**config.mk**
```make
export PLATFORM = sky130hd
export DESIGN_NAME = wb_regfile
export DESIGN_NICKNAME = d
export VERILOG_FILES = /design/src/rtl/pipeline_defs.sv /design/src/rtl/wb_regfile_wb_select.sv /design/src/rtl/wb_regfile.sv
export SDC_FILE = /design/constraint.sdc
export NUM_CORES = 2
export LEC_CHECK = 0
export CORE_MARGIN = 3
export CORE_UTILIZATION = 58
export DETAILED_ROUTE_END_ITERATION = 7
export GPL_ROUTABILITY_DRIVEN = 0
export PLACE_DENSITY = 0.79
export SLEW_MARGIN = 20
export SYNTH_ARGS = -nofsm -noshare
export SYNTH_HDL_FRONTEND = slang
export SYNTH_SLANG_ARGS = --single-unit
```
**constraint.sdc**
```tcl
create_clock -name clk -period 5.9 [get_ports clk]
set_input_delay 0.885 -clock clk [delete_from_list [all_inputs] [get_ports clk]]
set_output_delay 0.885 -clock clk [all_outputs]
set_load 0.02 [all_outputs]
```
**src/rtl/pipeline_defs.sv**
```systemverilog
// Shared pipeline definitions: writeback source encodings, register-zero index
// and default datapath widths.
package pipeline_defs;

    localparam int unsigned DEF_DATA_W = 32;
    localparam int unsigned DEF_ADDR_W = 5;

    localparam logic [4:0] REG_ZERO = 5'd0;

    typedef enum logic [1:0] {
        WB_SRC_ALU  = 2'b00,
        WB_SRC_MEM  = 2'b01,
        WB_SRC_LINK = 2'b10,
        WB_SRC_RSVD = 2'b11
    } wb_src_e;

endpackage

```
**src/rtl/wb_regfile_wb_select.sv**
```systemverilog
// Writeback source mux; the reserved encoding falls back to the ALU result.
module wb_select
    import pipeline_defs::*;
#(
    parameter int unsigned DATA_W = DEF_DATA_W
) (
    input  logic [1:0]        sel_i,
    input  logic [DATA_W-1:0] alu_i,
    input  logic [DATA_W-1:0] mem_i,
    input  logic [DATA_W-1:0] link_i,
    output logic [DATA_W-1:0] data_o
);

    always_comb begin
        data_o = alu_i;
        case (wb_src_e'(sel_i))
            WB_SRC_MEM:  data_o = mem_i;
            WB_SRC_LINK: data_o = link_i;
            default:     data_o = alu_i;
        endcase
    end

endmodule

```
**src/rtl/wb_regfile.sv**
```systemverilog
// Writeback stage and architectural register file with write-through read
// ports, a registered debug port and a committed-write counter.
module wb_regfile
    import pipeline_defs::*;
#(
    parameter int unsigned DATA_W = DEF_DATA_W,
    parameter int unsigned ADDR_W = DEF_ADDR_W
) (
    input  logic              clk,
    input  logic              rst_n,
    input  logic              enable,
    input  logic              inRegWrite,
    input  logic [1:0]        inMemtoReg,
    input  logic [DATA_W-1:0] inAluLatch,
    input  logic [DATA_W-1:0] inLoadWordDividerMEM,
    input  logic [DATA_W-1:0] inLinkAddr,
    input  logic [ADDR_W-1:0] inMuxRtRd,
    input  logic [ADDR_W-1:0] inRegRs,
    input  logic [ADDR_W-1:0] inRegRt,
    input  logic [ADDR_W-1:0] inDbgAddr,
    output logic [DATA_W-1:0] outRsData,
    output logic [DATA_W-1:0] outRtData,
    output logic [DATA_W-1:0] outDbgData,
    output logic [DATA_W-1:0] outWbData,
    output logic [ADDR_W-1:0] outWbDest,
    output logic              outWbValid,
    output logic [15:0]       outWriteCount
);

    localparam int unsigned DEPTH = 2 ** ADDR_W;
    localparam logic [ADDR_W-1:0] ZERO_IDX = ADDR_W'(REG_ZERO);

    logic [DATA_W-1:0] regs_q [DEPTH];
    logic [DATA_W-1:0] dbg_q, dbg_d;
    logic [15:0]       cnt_q, cnt_d;
    logic [DATA_W-1:0] wb_data_c;
    logic              wr_c;

    wb_select #(.DATA_W(DATA_W)) u_wb_select (
        .sel_i  (inMemtoReg),
        .alu_i  (inAluLatch),
        .mem_i  (inLoadWordDividerMEM),
        .link_i (inLinkAddr),
        .data_o (wb_data_c)
    );

    assign wr_c = inRegWrite & enable & (inMuxRtRd != ZERO_IDX);

    // Write-through read ports: the commit in flight is visible before the edge.
    always_comb begin
        outRsData = '0;
        outRtData = '0;
        if (inRegRs != ZERO_IDX) begin
            outRsData = (wr_c && (inRegRs == inMuxRtRd)) ? wb_data_c : regs_q[inRegRs];
        end
        if (inRegRt != ZERO_IDX) begin
            outRtData = (wr_c && (inRegRt == inMuxRtRd)) ? wb_data_c : regs_q[inRegRt];
        end
    end

    // Debug capture reads storage directly, so a same-cycle write shows the old value.
    always_comb begin
        dbg_d = (inDbgAddr == ZERO_IDX) ? '0 : regs_q[inDbgAddr];
        cnt_d = wr_c ? cnt_q + 16'd1 : cnt_q;
    end

    always_ff @(posedge clk or negedge rst_n) begin
        if (!rst_n) begin
            for (int unsigned i = 0; i < DEPTH; i++) begin
                regs_q[i] <= '0;
            end
            dbg_q <= '0;
            cnt_q <= '0;
        end else begin
            if (wr_c) begin
                regs_q[inMuxRtRd] <= wb_data_c;
            end
            dbg_q <= dbg_d;
            cnt_q <= cnt_d;
        end
    end

    assign outWbData     = wb_data_c;
    assign outWbValid    = wr_c;
    assign outWbDest     = wr_c ? inMuxRtRd : '0;
    assign outDbgData    = dbg_q;
    assign outWriteCount = cnt_q;

endmodule

```
# Word level (Yosys, flattened, before mapping)
# Index checks and enable logic that the tools add are counted.
# classes
n_eq_ne	4
muxes	19
n_bitwise	6
n_lt_le_gt_ge	5
addsub	1
reduce_logical	7
# op_table
operator	n
$bwmux W1024	1
$bmux W32 S5	3
$mux W32	12
$demux W32 S5	1
$pmux W32 S2	1
$ge A6 B6 Y1 const B	4
$not A5 Y6	4
$add A16 B1 Y16 const B	1
$reduce_bool A5 Y1	3
$eq A5 B5 Y1	2
$lt A6 B1 Y1 const B	1
$logic_not A5 Y1	1
$mux W5	1
$logic_and A1 B1 Y1	3
$and A1 B1 Y1	2
$eq A2 B1 Y1 const B	1
$eq A2 B2 Y1 const B	1
# totals
reg_bits	1072
wordCells	76
in_bits	122
out_inout_bits	150

# Longest topological paths before layout
# logic_depth
depth_word	6
depth_mapped	11
ltp_nobuf	8

# Cells and area by module
# A second synthesis with hierarchy kept.
# unflattened
cells_unflattened	4466
area_unflattened_um2	65263.8
# by_module_without_submodules
module	cells_each	area_each_um2	n_inst	seq_area_each_um2
wb_regfile	4353	64627.0	1	26825.7
wb_select	113	636.9	1	0.0

# Worst setup path before layout
# No wires, ideal clock.
# synth_timing
path_kind	input to output
from	in inRegRt[0]
to	out outRtData[26]
setup_slack_ns	2.249
arrival_time_ns	2.766
path_stages	10
cell_sequence	buf_4 -> buf_8 -> buf_12 -> buf_8 -> mux2i_1 -> a221oi_1 -> o21ai_1 -> nand2_1 -> o311ai_1 -> a221oi_1
# synth_via
elab_chain_cells	6
# synth_rtl
item	line_no	text
start, declared	wb_regfile.sv:19	input logic [ADDR_W-1:0] inRegRt,
$not A5 Y6 (not written as such)	wb_regfile.sv:57	outRtData = (wr_c && (inRegRt == inMuxRtRd)) ? wb_data_c : regs_q[inRegRt];
$bmux W32 S5	wb_regfile.sv:57	
$mux W32 (not written as such) (2 in a row)	wb_regfile.sv:57	
$mux W32	wb_regfile.sv:57	
$mux W32 *	wb_regfile.sv:56	if (inRegRt != ZERO_IDX) begin
end, declared	wb_regfile.sv:22	output logic [DATA_W-1:0] outRtData,
# Every way passes the cells marked *; elsewhere a longest branch is shown, timed or not. The select of a mux whose other input is x is not followed.

# Worst setup path in the final report
# layout_timing
from	in inMuxRtRd[4]
to	out outRtData[14]
# layout_via
elab_chain_cells	5
# layout_rtl
item	line_no	text
start, declared	wb_regfile.sv:17	input logic [ADDR_W-1:0] inMuxRtRd,
$reduce_bool A5 Y1	wb_regfile.sv:47	assign wr_c = inRegWrite & enable & (inMuxRtRd != ZERO_IDX);
$and A1 B1 Y1	wb_regfile.sv:47	
$logic_and A1 B1 Y1 *	wb_regfile.sv:57	
$mux W32 *	wb_regfile.sv:57	
$mux W32 *	wb_regfile.sv:56	
# Every way passes the cells marked *; elsewhere a longest branch is shown, timed or not.

==> impl_metrics.tcl <==
set metrics [dict create \
    syn-num-nets 5669 \
    synth_area_leaders "dfrtp_1 42%, mux4_2 28%, o21ai_0 8.2%, nand2_1 6.4%, mux2i_1 4.5%" \
    synth_area_per_cell_sq_um 11.5 \
    grt_max_degree 169 \
    worstReg2RegStart "regs_q[313]" \
    setup_viol 0 \
    crit_path_cell_trace "clkdlybuf4s50_1 > nor3_1 > a21oi_1 > and3_1 > nor2_1 > and3_1 > nor3_1 > clkdlybuf4s50_1" \
    period_minus_slack_ps 5800 \
    yosysWarnings 0 \
    dpl.cell_count 6797 \
    port_buffers 271 \
    core_sq_mm 0.108 \
    track_usage 0.413 \
    synth.ff_latch_count 1072 \
    fin_util 0.661 \
    post_cts_buffers 0 \
    final_cells 7018 \
    slew_headroom 0.175 \
    cts_made_buffers 113 \
    wl_per_cell_microns 33.2 \
    wl_met1_microns 72300 \
    hold_class "primary input to async pin" \
    yosys.area_share.simple 0.0852 \
    grt_pass1_wl_microns 342000 \
    ys.flop_type "dfrtp_1" \
    drc 1 \
    cts_hold_buf 0 \
    end_kind "primary output" \
    routed-via-count 53200 \
    area_growth_pct 12.2 \
    crit_path_top_delay_cell "and3_1" \
    clock_skew_ps 27.2 \
    slew_viol_final 0 \
    synth_top_family_by_area "multiplexers" \
    synth_commonest_cells "1079 x nand2_1, 1072 x dfrtp_1, 1037 x o21ai_0" \
    synthMuxAreaShare 0.321 \
    whs_ps 212 \
    p_leak_nw 30.0 \
    drive_above_1_share 0.228 \
    ant_nets 0 \
    start_util 0.589 \
    fin_tns_setup_ps 0 \
    cts_resized 0 \
    startpoint_type "primary input" \
    netlist_area_sq_mm 0.0636 \
    routed.top_layer "met5" \
    synth_edf_count 0 \
    first_iter_violations 8742 \
    cp_num_buf_inv 2 \
    clk_latency_ps 740 \
    wl_met3_microns 39700 \
    gr-total-overflow 0 \
    synthArstFlopShare 1.00 \
    wl_met2_microns 98200 \
    crit_start "inMuxRtRd[4]" \
    violations "DRC" \
    row_count 120 \
    pin_count 272 \
    fin_crit_sh 0.983 \
    synth_xor_area_frac 0.00344 \
    fp.dieH_microns 337 \
    vias_per_cell 7.59 \
    hold_violations 0 \
    cts_sinks 1072 \
    critPathTopFamily "simple AND/OR/NAND/NOR gates" \
    die_area_sq_mm 0.114 \
    syn_inst 5544 \
    ir_drop_uv 243 \
    fmax_mhz 172 \
    synth_area_leader_cell "dfrtp_1" \
    worst_pin_slew_ps 1240 \
    h-tree-depth 3 \
    synth.most_common_cell "nand2_1" \
    cap_viol_max_count 0 \
    drt_first_pass_iters 8 \
    clockBufferDepth 3 \
    powerDensity_mw_per_mm2 292 \
    wirelength_microns 233000 \
    finalPower_mw 20.8 \
    die_w_microns 337 \
    clockRootBuffer "clkbuf_16" \
    setup.worst_path.class "primary input to primary output" \
    synth_top_area_share 0.422 \
    cp.required_ps 5020 \
    grt_pass1_vias 53100 \
    final_net_count 5635 \
    ys_types 55 \
    synthAdderAreaFrac 0.000590 \
    synth_compound_area_frac 0.119 \
    crit_fanout 12 \
    cts_tree "yes" \
    crit_path_max_incr_delay_ps 850 \
    crit_arrival_ps 4920 \
    path_clk_slew_ps 60 \
    status "finished, violations left" \
    hpwl_microns 138000 \
    ys_seq_area_frac 0.422 \
    antenna_found_initial 17 \
    rsz0062_at_grt "no" \
]
## final timing paths
path | depth (start not counted) | endpoint | slack [ps]
max | 8 | outRtData[14] | 100
min | 1 | regs_q[991] | 210
max reg2reg | 4 | outDbgData[25] | 3680
min reg2reg | 0 | regs_q[1009] | 410
max in group asynchronous | 2 | regs_q[1008] | 4140
min in group clk | 0 | regs_q[1009] | 410
## registers in the layout (all words and copies together), names as in the netlist
signal / cells
outDbgData: 32
regs_q: 1024
outWriteCount: 16
## layout make-up
class | count | area, sq um
Fill cell | 7526 | 36600
Timing Repair Buffer | 467 | 4610
Clock buffer | 158 | 3250
Sequential cell | 1072 | 26800
Inverter | 42 | 158
Clock inverter | 49 | 531
Tap cell | 1403 | 1760
Antenna cell | 13 | 32.5
Multi-Input combinational cell | 3814 | 34200
## placed cells by master (no fill, tap or decap), drive strengths merged, types with 5 or more instances in the layout
cell / instances
nand2: 1079
dfrtp: 1072
o21ai: 1068
mux4: 777
mux2i: 286
clkdlybuf4s50: 247
buf: 220
clkbuf: 158
nor2: 113
a221oi: 81
a22oi: 74
nand3: 62
a21oi: 58
inv: 44
o22ai: 33
clkinv: 32
nor3: 28
a211oi: 17
and3: 15
xor2: 14
a221o: 14
diode: 13
xnor2: 11
nand2b: 11
nor2b: 11
bufinv: 9
nor3b: 8
nand4: 7
mux2: 6
clkinvlp: 6
o311ai: 6
nor4: 5
## power breakdown
group | internal, mW | switching [mW]
registers | 8.18 | 0.850
logic | 2.07 | 2.36
clock network | 4.22 | 3.15
total | 14.5 | 6.36
## routing by layer
layer,track usage,up-vias
li1,-,20700
met1,0.493,26000
met2,0.579,5052
met3,0.191,1480
met4,0.323,18
met5,0,-
## kinds of logic after synthesis
family / after synthesis
and+or+nand+nor: 1353
xor gates and xnor gates: 25
muxes: 1069
adders and majority gates: 3
AOI/OAI and AO/OA: 1364
DFF: 1072
buffers and inverters: 658
## worst reg2reg max path, cell delays in order, from the launching register on
cell,delay (ps)
dfrtp_1,440
mux4_2,470
mux4_2,480
mux2i_1,590
nor2_1,80
## through the flow
stage / cell area [sq um] / setup WS [ps]
after floorplan: 63600 / 2250
after global placement: 67500 / 554
after detailed placement: 67500 / 595
after CTS: 71300 / 551
after global routing: 71300 / 146
final: 71300 / 98.8
(Power assumes the default switching activity.)
